$ cat src/rtl/ysyx_24110006_mdu_if.sv
// Request/response bundle between EXU and the multiply/divide unit.
// master = EXU side, slave = MDU side.
interface ysyx_24110006_mdu_if #(
  parameter int unsigned XLEN = 32
);
  logic            i_valid;
  logic            o_ready;
  logic [2:0]      i_op;
  logic [XLEN-1:0] i_a;
  logic [XLEN-1:0] i_b;
  logic            i_flush;
  logic            o_valid;
  logic            i_ready;
  logic [XLEN-1:0] o_r;

  modport master (
    output i_valid, i_op, i_a, i_b, i_flush, i_ready,
    input  o_ready, o_valid, o_r
  );

  modport slave (
    input  i_valid, i_op, i_a, i_b, i_flush, i_ready,
    output o_ready, o_valid, o_r
  );
endinterface

$ cat src/rtl/ysyx_24110006_mdu.sv
// Iterative RV32M/RV64M multiply/divide unit: shift-add multiply, restoring divide.
// Define YSYX_24110006_MDU_FAST_MUL_EN for single-cycle multiplies (divide stays iterative).
module ysyx_24110006_mdu #(
  parameter int unsigned XLEN = 32
) (
  input logic                clock,
  input logic                reset,
  ysyx_24110006_mdu_if.slave bus
);
  localparam int unsigned CW = ($clog2(XLEN + 1) > 6) ? $clog2(XLEN + 1) : 6;
  localparam logic [XLEN-1:0] MOST_NEG = {1'b1, {(XLEN-1){1'b0}}};

  typedef enum logic [1:0] {IDLE, BUSY, DONE} state_t;
  state_t state, next_state;

  logic [2:0]        op;
  logic              a_neg, b_neg;
  logic [XLEN-1:0]   divisor;
  logic [2*XLEN-1:0] acc, acc_next;
  logic [CW-1:0]     cnt;
  logic [XLEN-1:0]   r;

  logic              accept, a_signed, b_signed, sa, sb, special, instant;
  logic [XLEN-1:0]   a_mag, b_mag, special_r, instant_r, fin_r;

  always_comb begin
    a_signed  = bus.i_op[2] ? ~bus.i_op[0] : (bus.i_op[1:0] != 2'b11);
    b_signed  = bus.i_op[2] ? ~bus.i_op[0] : ~bus.i_op[1];
    sa        = a_signed & bus.i_a[XLEN-1];
    sb        = b_signed & bus.i_b[XLEN-1];
    a_mag     = sa ? -bus.i_a : bus.i_a;
    b_mag     = sb ? -bus.i_b : bus.i_b;
    special   = 1'b0;
    special_r = '0;
    if (bus.i_op[2]) begin
      if (bus.i_b == '0) begin
        special   = 1'b1;
        special_r = bus.i_op[1] ? bus.i_a : '1;
      end else if (!bus.i_op[0] && bus.i_a == MOST_NEG && bus.i_b == '1) begin
        special   = 1'b1;
        special_r = bus.i_op[1] ? '0 : bus.i_a;
      end
    end
  end

`ifdef YSYX_24110006_MDU_FAST_MUL_EN
  // Sign-extending to 2*XLEN gives the exact (XLEN+1)x(XLEN+1) product modulo 2^(2*XLEN).
  logic signed [2*XLEN-1:0] fa, fb, fprod;
  always_comb begin
    fa        = {{XLEN{sa}}, bus.i_a};
    fb        = {{XLEN{sb}}, bus.i_b};
    fprod     = fa * fb;
    instant   = special | ~bus.i_op[2];
    if (special)
      instant_r = special_r;
    else if (bus.i_op[1:0] == 2'b00)
      instant_r = fprod[XLEN-1:0];
    else
      instant_r = fprod[2*XLEN-1:XLEN];
  end
`else
  always_comb begin
    instant   = special;
    instant_r = special_r;
  end
`endif

  // acc holds {partial product, multiplier} or {remainder, dividend/quotient}.
  logic [XLEN:0]     sum, rem_sh;
  logic [XLEN-1:0]   diff, quo, rem;
  logic [2*XLEN-1:0] prod;
  always_comb begin
    sum    = {1'b0, acc[2*XLEN-1:XLEN]} + (acc[0] ? {1'b0, divisor} : '0);
    rem_sh = acc[2*XLEN-1:XLEN-1];
    diff   = rem_sh[XLEN-1:0] - divisor;
    if (op[2]) begin
      if (rem_sh >= {1'b0, divisor})
        acc_next = {diff, acc[XLEN-2:0], 1'b1};
      else
        acc_next = {rem_sh[XLEN-1:0], acc[XLEN-2:0], 1'b0};
    end else begin
      acc_next = {sum, acc[XLEN-1:1]};
    end
    prod = (a_neg ^ b_neg) ? -acc_next : acc_next;
    quo  = acc_next[XLEN-1:0];
    rem  = acc_next[2*XLEN-1:XLEN];
    if (op[2])
      fin_r = op[1] ? (a_neg ? -rem : rem) : ((a_neg ^ b_neg) ? -quo : quo);
    else if (op[1:0] == 2'b00)
      fin_r = prod[XLEN-1:0];
    else
      fin_r = prod[2*XLEN-1:XLEN];
  end

  always_ff @(posedge clock) begin
    if (reset) state <= IDLE;
    else       state <= next_state;
  end

  always_comb begin
    next_state  = state;
    accept      = 1'b0;
    bus.o_ready = (state == IDLE);
    bus.o_valid = (state == DONE);
    if (bus.i_flush) begin
      next_state = IDLE;
    end else begin
      case (state)
        IDLE: if (bus.i_valid) begin
          accept     = 1'b1;
          next_state = instant ? DONE : BUSY;
        end
        BUSY:    if (cnt == CW'(1)) next_state = DONE;
        DONE:    if (bus.i_ready) next_state = IDLE;
        default: next_state = IDLE;
      endcase
    end
  end

  always_ff @(posedge clock) begin
    if (reset) begin
      op      <= '0;
      a_neg   <= 1'b0;
      b_neg   <= 1'b0;
      divisor <= '0;
      acc     <= '0;
      cnt     <= '0;
      r       <= '0;
    end else if (bus.i_flush) begin
      cnt <= '0;
    end else begin
      case (state)
        IDLE: if (accept) begin
          op      <= bus.i_op;
          a_neg   <= sa;
          b_neg   <= sb;
          divisor <= b_mag;
          acc     <= {{XLEN{1'b0}}, a_mag};
          cnt     <= CW'(XLEN);
          if (instant) r <= instant_r;
        end
        BUSY: begin
          acc <= acc_next;
          cnt <= cnt - CW'(1);
          if (cnt == CW'(1)) r <= fin_r;
        end
        default: ;
      endcase
    end
  end

  assign bus.o_r = r;
endmodule

$ cat src/flat_wrapper.sv
// flat-port wrapper written by rule: the top's interface ports become plain ports
module ysyx_24110006_mdu_flat 
#(
  parameter int unsigned XLEN = 32
)
  (clock, reset, bus_i_valid, bus_i_op, bus_i_a, bus_i_b, bus_i_flush, bus_i_ready, bus_o_ready, bus_o_valid, bus_o_r);
  ysyx_24110006_mdu_if #(.XLEN(XLEN)) bus_i ();
  input logic clock;
  input logic reset;
  input wire logic [$bits(bus_i.i_valid)-1:0] bus_i_valid;
  input wire logic [$bits(bus_i.i_op)-1:0] bus_i_op;
  input wire logic [$bits(bus_i.i_a)-1:0] bus_i_a;
  input wire logic [$bits(bus_i.i_b)-1:0] bus_i_b;
  input wire logic [$bits(bus_i.i_flush)-1:0] bus_i_flush;
  input wire logic [$bits(bus_i.i_ready)-1:0] bus_i_ready;
  output wire logic [$bits(bus_i.o_ready)-1:0] bus_o_ready;
  output wire logic [$bits(bus_i.o_valid)-1:0] bus_o_valid;
  output wire logic [$bits(bus_i.o_r)-1:0] bus_o_r;
  assign bus_i.i_valid = bus_i_valid;
  assign bus_i.i_op = bus_i_op;
  assign bus_i.i_a = bus_i_a;
  assign bus_i.i_b = bus_i_b;
  assign bus_i.i_flush = bus_i_flush;
  assign bus_i.i_ready = bus_i_ready;
  assign bus_o_ready = bus_i.o_ready;
  assign bus_o_valid = bus_i.o_valid;
  assign bus_o_r = bus_i.o_r;
  ysyx_24110006_mdu #(.XLEN(XLEN)) u_core (.clock(clock), .reset(reset), .bus(bus_i));
endmodule
$ cat config.mk
export PLATFORM = sky130hd
export DESIGN_NAME = ysyx_24110006_mdu_flat
export DESIGN_NICKNAME = d
export VERILOG_FILES = /design/src/rtl/ysyx_24110006_mdu_if.sv /design/src/rtl/ysyx_24110006_mdu.sv /design/src/flat_wrapper.sv
export SDC_FILE = /design/constraint.sdc
export NUM_CORES = 1
export LEC_CHECK = 0
export BUFFER_PORTS_ARGS = -buffer_cell sky130_fd_sc_hd__buf_2
export CORE_MARGIN = 1.5
export CORE_UTILIZATION = 35
export CTS_CLUSTER_SIZE = 40
export DETAILED_ROUTE_END_ITERATION = 8
export PLACE_DENSITY = 0.58
export SYNTH_ARGS = -nofsm -noshare
export SYNTH_HDL_FRONTEND = slang
export SYNTH_SLANG_ARGS = --single-unit
export TNS_END_PERCENT = 100
$ cat constraint.sdc
create_clock -name clock -period 10.05 [get_ports clock]
set_input_delay 1.5075 -clock clock [delete_from_list [all_inputs] [get_ports clock]]
set_output_delay 1.5075 -clock clock [all_outputs]
set_load 0.005 [all_outputs]
# == Word level (Yosys, flattened, before mapping) ==
# Cells that the tools add are included.
# classes
reduce_logical,13
n_eq_ne,11
bitwise,6
magnitude_cmp,1
addsub,8
n_mux,37
# ops
cell,n
2-to-1 mux 32 bit,16
2-to-1 mux 64 bit,4
negator 32 bit,4
case mux 64 bit (2 select lines),1
"== test 32 bit, second input constant",2
negator 64 bit,1
case mux 32 bit (2 select lines),1
adder 32 x 33 -> 33 bit,1
greater-or-equal comparator 33 x 32 -> 1 bit,1
zero test 32 bit,1
subtractor 32 bit,1
case mux 6 bit (2 select lines),1
AND reduction 3 bit,3
2-to-1 mux 1 bit,8
2-to-1 mux 2 bit,4
"== test 6 x 1 -> 1 bit, second input constant",1
2-to-1 mux 6 bit,1
"inequality test 2 x 1 -> 1 bit, second input constant",3
"inequality test 2 bit, second input constant",3
case mux 2 bit (3 select lines),1
"subtractor 6 x 1 -> 6 bit, second input constant",1
AND reduction 5 bit,1
zero test 2 bit,2
NOT 1 bit,3
other kinds (9),11
# word_totals
word_cells,84
out_inout_bits,34
regBits,141
in_bits,72

# == Longest topological paths before layout ==
# depth
depth_word,9
depth_mapped,23

# == Worst setup path before layout ==
# No wires, ideal clock.
# synth_timing
path_type,in2reg
start,in bus_i_b[0]
end,"reg u_core.r[0], in the netlist u_core.bus.o_r[0]"
slack_ns,5.265
arrival_ns,4.643
n_path_buf,4
cell_stages,14
cell_sequence,inv_1 > ha_1 > or3b_2 > nor4_1 > nand3_1 > nor4_1 > o21ai_1 > a21oi_1 > and2_1 > clkbuf_1 > buf_2 > clkbuf_1 > clkbuf_1 > a311oi_1
# synth_between
elab_chain_cells,8
# synth_rtl
item,line,text
"start, declared",flat_wrapper.sv:13,input wire logic [$bits(bus_i.i_b)-1:0] bus_i_b;
== test 32 bit,ysyx_24110006_mdu.sv:39,end else if (!bus.i_op[0] && bus.i_a == MOST_NEG && bus.i_b == '1) begin
logical AND 1 bit,ysyx_24110006_mdu.sv:39,
2-to-1 mux 32 bit,ysyx_24110006_mdu.sv:39,
2-to-1 mux 32 bit,ysyx_24110006_mdu.sv:36,if (bus.i_b == '0) begin
2-to-1 mux 32 bit,ysyx_24110006_mdu.sv:35,if (bus.i_op[2]) begin
2-to-1 mux 32 bit,ysyx_24110006_mdu.sv:140,if (instant) r <= instant_r;
2-to-1 mux 32 bit,ysyx_24110006_mdu.sv:133,IDLE: if (accept) begin
case mux 32 bit (2 select lines),ysyx_24110006_mdu.sv:132,case (state)
"end signal, assigned",ysyx_24110006_mdu.sv:140,
"end signal, assigned",ysyx_24110006_mdu.sv:145,if (cnt == CW'(1)) r <= fin_r;
"end, declared",ysyx_24110006_mdu.sv:21,logic [XLEN-1:0] r;
# Several ways; a longest one is shown, not always the timed one. The select of a mux whose other input is x is not followed.
# A chain may end at the register's enable or synchronous reset.

# == Final worst setup path ==
# layout_timing
start,reg u_core.divisor[6]
end,"reg u_core.r[4], in the netlist u_core.bus.o_r[4]"
# layout_between
elab_chain_cells,9
# layout_rtl
item,line,text
"start, declared",ysyx_24110006_mdu.sv:18,logic [XLEN-1:0] divisor;
"start signal, assigned",ysyx_24110006_mdu.sv:137,divisor <= b_mag;
greater-or-equal comparator 33 x 32 -> 1 bit *,ysyx_24110006_mdu.sv:77,"if (rem_sh >= {1'b0, divisor})"
2-to-1 mux 64 bit *,ysyx_24110006_mdu.sv:77,
2-to-1 mux 64 bit *,ysyx_24110006_mdu.sv:76,if (op[2]) begin
negator 64 bit / negator 32 bit (equally long branches),"ysyx_24110006_mdu.sv:84, ysyx_24110006_mdu.sv:88",
2-to-1 mux 64 bit / 2-to-1 mux 32 bit (equally long branches),"ysyx_24110006_mdu.sv:84, ysyx_24110006_mdu.sv:88",
"2-to-1 mux 32 bit, on equally long branches","ysyx_24110006_mdu.sv:89, ysyx_24110006_mdu.sv:88",
2-to-1 mux 32 bit *,ysyx_24110006_mdu.sv:87,if (op[2])
2-to-1 mux 32 bit *,ysyx_24110006_mdu.sv:145,
case mux 32 bit (2 select lines) *,ysyx_24110006_mdu.sv:132,
# Every way passes the cells marked *; elsewhere a longest branch is shown, timed or not. The select of a mux whose other input is x is not followed.

==> metrics list <==
- For this run, the slowest stage of the critical path takes about 0.60 ns.
- Static power due to leakage: between 0.006 and 0.007 uW
- On the critical path the largest part of the delay comes from compound AO/OA/AOI/OAI gates.
- Buffer and inverter count on the worst path: 5
- Clock latency reported for the late side of the worst-skew pair: 0.47 ns
- Cell depth of the worst min-delay path: 2
* Outcome: finished clean
* Total power draw: 1960 uW
- The number of global-route vias before repair was roughly 17000.
- Peak fanout along the critical path: 21
* Critical path, cell by cell: inv_1, ha_1, a21oi_4, o21ai_2, a221oi_4, a31o_2, a31oi_1, buf_4, inv_1, ha_1, inv_1, or2_2, nor4_1, buf_4, nand4_1, nor2_1, nand2_1, o31ai_1, xor2_1, nor2_1, o21ai_0, a311oi_1
- Overall die width: approximately 220 um
* Final critical path time including I/O delays and setup: 5.70 ns
- Counting every instance in the synthesized netlist gives 2248.
- Counting along the longest clock path gives a buffer depth of 2.
- Aggregate negative setup slack: 0 ns
- Clock tree sinks: 141
* Count of vias placed by the detailed router: 18100
* Root buffer cell: clkbuf_16
- Mean instance size in the synthesized netlist: 7.04 um^2
- In this run, CTS created clock tree buffers numbering 17.
- Worst relative slew slack: 24.4%
- Met2 capacity usage during global routing: between 40% and 50%
- Vertical extent of the die: 216 um
- Across the run, the number of max-cap violations was 0.
- The core region is between 40000 and 50000 um^2.
* Detailed-route wire length per cell: ~24 um
* Leading cell types by count after synthesis: nor2_1, a21oi_1, nand2_1
- Fraction of registers with async set or reset after synthesis: 0%
- Number of inserted filler cells in the final layout: 4734
* Timing-limited maximum frequency: 0.175 GHz
- Summing the areas of all xor and xnor instances in the mapped netlist gives 8.24% of the synthesized area.
- Ratio of final minimum period to clock period: 56.8%
* Unique cell type count in the Yosys netlist: 104
* Count of TritonRoute iterations in the first routing pass: 6
- The repair_antennas step left the layout with diodes totalling 0.
- STA classifies the critical path startpoint as a register.
* Antenna violation net count after detailed routing: 0
* Initial detailed-routing violation count: 1889
* Critical path start-end classification: register to register
* Skew final: 0.0144 ns
- For this run, the number of Yosys warnings is 0.
- Simple logic cell fraction of the synthesized area: 26.0%
- Hold repair after CTS inserted 0 buffers.
* Layout Area Growth over Synthesis: 9.53%
- The die covers 46500 um^2.
* Share of synthesized area spent on multiplexers: 3.30%
* Residual DRC count: 0
- In this run the most critical hold path is launched from u_core.divisor[31].
- Clock-pin slew was measured on the worst setup and hold paths at 0.07 ns.
- Register-to-register setup slack: 4.35 ns
- Setup violations remaining at the end of the flow were counted as 0.
- Clock tree from TritonCTS: built
- The number of hold violations in the final report was 0.
* # H-tree levels: 4
- Vias per Instance: 6.32
- Area share of the largest cell type after synthesis: 17.8%
* GR Overflow Total: 0
- Fraction of the mapped netlist area in compound gates: 32.8%
- Once placement finished, the instance area stood at 16700 um^2.
- Across every metal layer, demand over resource in global routing totals 28.6%.
* Post-route cell area: 17300 um^2
- In this run the worst hold path is classified as register to register.
- Number of cells on the worst reg-to-reg path: 22
* Number of max-slew violations in the final report: 0
* Critical path's slowest cell: a31o_2
* Crit path capture type: register
* Core Rows: 77
- The endpoint identified for the worst register-to-register timing path is u_core.bus.o_r[4].
- Portion of the post-synthesis area used by sequential elements: 17.8%
- Maximum number of pins on one net before global-route repair: between 90 and 100
- At the pin with the least slew margin, the transition time is 1.13 ns.
* Endpoint of the worst hold-timing path: u_core.divisor[31]
- Resize count post-CTS: 0
- Dominant combinational cell family by area after synthesis: compound AO/OA/AOI/OAI gates
- Global routing consumed, on the met1 layer, 40.9% of the routing resources.
- Antenna violations before repair: 2
- In this run, synthesis produced a sequential element count of 141.
* Weighted congestion reported at the end of routability-driven placement: ~1
- Data required, critical path: 10.35 ns
* Global Route met3 Usage: 4.21%
- Data arrival at the endpoint of the critical path: 6.01 ns
* Starting utilization of the core area: a little over a third
* Global route hottest layer: met2
- The first global-routing pass estimated 103000 um of wire.
* Worst reg2reg path startpoint: u_core.divisor[6]
- Post-CTS Repair Setup Buffers: 0
- IR analysis of the VDD net gives a maximum drop of approximately 140 uV.
- The HPWL after detailed placement is 52300 um.
* Port bufs: about 110
* Syn Nets: 2393
- CP most frequent cell: inv_1
- For this block, the routed nets add up to between 60000 and 70000 um of wire.
* Number of enable-type register cells in the synthesized netlist: 0
- Fraction of layout cells with a size suffix above 1: 11.3%
* Most common flop cell mapped by yosys: dfxtp_1
- Top-level port count: 106
- In this run the cell area of the synthesized design comes to 15800 um^2.
- After Yosys synthesis, full adders, half adders and majority gates account for 5.86% of the synthesized area.
- Prior to clock tree synthesis, the placed netlist has a worst setup slack of 4.03 ns.
- Worst Slack Setup Final: ~4.3 ns
- NumNets Final: 2398
* Setup repair after global routing missed its margin: false
- Ranked by total cell area, the synthesized netlist is headed by dfxtp_1, nor2_1, a21oi_1.
* Power per unit of standard cell area: ~110 nW/um^2
- The synthesized design spends more area on one cell type than any other, namely dfxtp_1.
- Dominant cell by count in the synthesized netlist: nor2_1
==> sequential cells by signal, summed over array words and instances (netlist names) <==
signal,flops
u_core.acc,64
u_core.bus.o_r,32
u_core.divisor,32
u_core.cnt,6
u_core.op,3
u_core.state,2
u_core.a_neg,1
u_core.b_neg,1
==> through the flow <==
| step | instances | hold WS [ns] | utilization [%] |
|---|---|---|---|
| after floorplan | 2248 | 0.440 | - |
| after global placement | 2826 | 0.464 | 37.7 |
| after detailed placement | 2826 | 0.474 | 37.7 |
| after CTS | 2858 | 0.483 | 39.0 |
| after global routing | 2858 | 0.500 | 39.0 |
| final | 2858 | 0.485 | 39.0 |
==> how the worst max path moves through the flow <==
stage,cells after the start,start,endpoint
2_1_floorplan,14,bus_i_b[0],u_core.bus.o_r[0]
3_3_place_gp,15,bus_i_b[0],u_core.bus.o_r[31]
3_5_place_dp,15,bus_i_b[0],u_core.bus.o_r[22]
4_1_cts,15,bus_i_b[0],u_core.bus.o_r[22]
5_1_grt,22,u_core.divisor[6],u_core.bus.o_r[4]
6_report,22,u_core.divisor[6],u_core.bus.o_r[4]
==> cell families (layout without fill, tap and decap cells) <==
family	count (synthesis)	count (layout)
adders and majority gates	73	73
AOI/OAI and AO/OA	761	761
and+or+nand+nor	842	842
DFF	141	141
buffers and inverters	232	250
muxes	50	50
xor gates and xnor gates	149	149
==> layout by cell type, fill, tap and decap left out, drive strengths merged, types with 18 or more instances in the layout <==
cell,instances
or4,20
dfxtp,141
nand3,57
a21o,18
xnor2,76
nor4,28
nor2,287
xor2,73
nand4,37
o21ai,140
nand2,173
o211ai,31
a21oi,186
a31oi,44
a22oi,37
o31ai,33
o21bai,18
buf,141
a211oi,75
ha,71
mux2i,36
or2,21
clkbuf,21
a311oi,18
and2,48
or3,31
nor3,68
inv,76
==> area by class of cell <==
cell class / count / area, um^2 / area share (%)
Clock inverter: 11 / 139 / 0.801
Inverter: 77 / 289 / 1.67
Timing Repair Buffer: 141 / 798 / 4.60
Clock buffer: 21 / 470 / 2.71
Multi-Input combinational cell: 1875 / 12100 / 69.6
Tap cell: 592 / 741 / 4.27
Sequential cell: 141 / 2830 / 16.3
==> power breakdown <==
part | switching (uW) | leakage, uW | internal (uW) | total (uW)
Clock | 286 | 0.000299 | 409 | 695
Combinational | 440 | 0.00517 | 210 | 649
Sequential | 33.7 | 0.00115 | 583 | 617
==> layer usage <==
| metal | routed length, um | part of all wire, % | vias to the layer above |
|---|---|---|---|
| li1 | - | - | 8378 |
| met1 | 30300 | 45 | 8657 |
| met2 | 28900 | 43 | 879 |
| met3 | 5770 | 8.5 | 135 |
| met4 | 2550 | 3.8 | 2 |
| met5 | 12 | 0.018 | - |
==> tightest hold or removal path, cell delays in order, from the launching register on <==
cell and delay, ns:
dfxtp_1 0.33, nand2_1 0.06, a21oi_1 0.05
No activity file was read; power rests on OpenSTA's default activity.
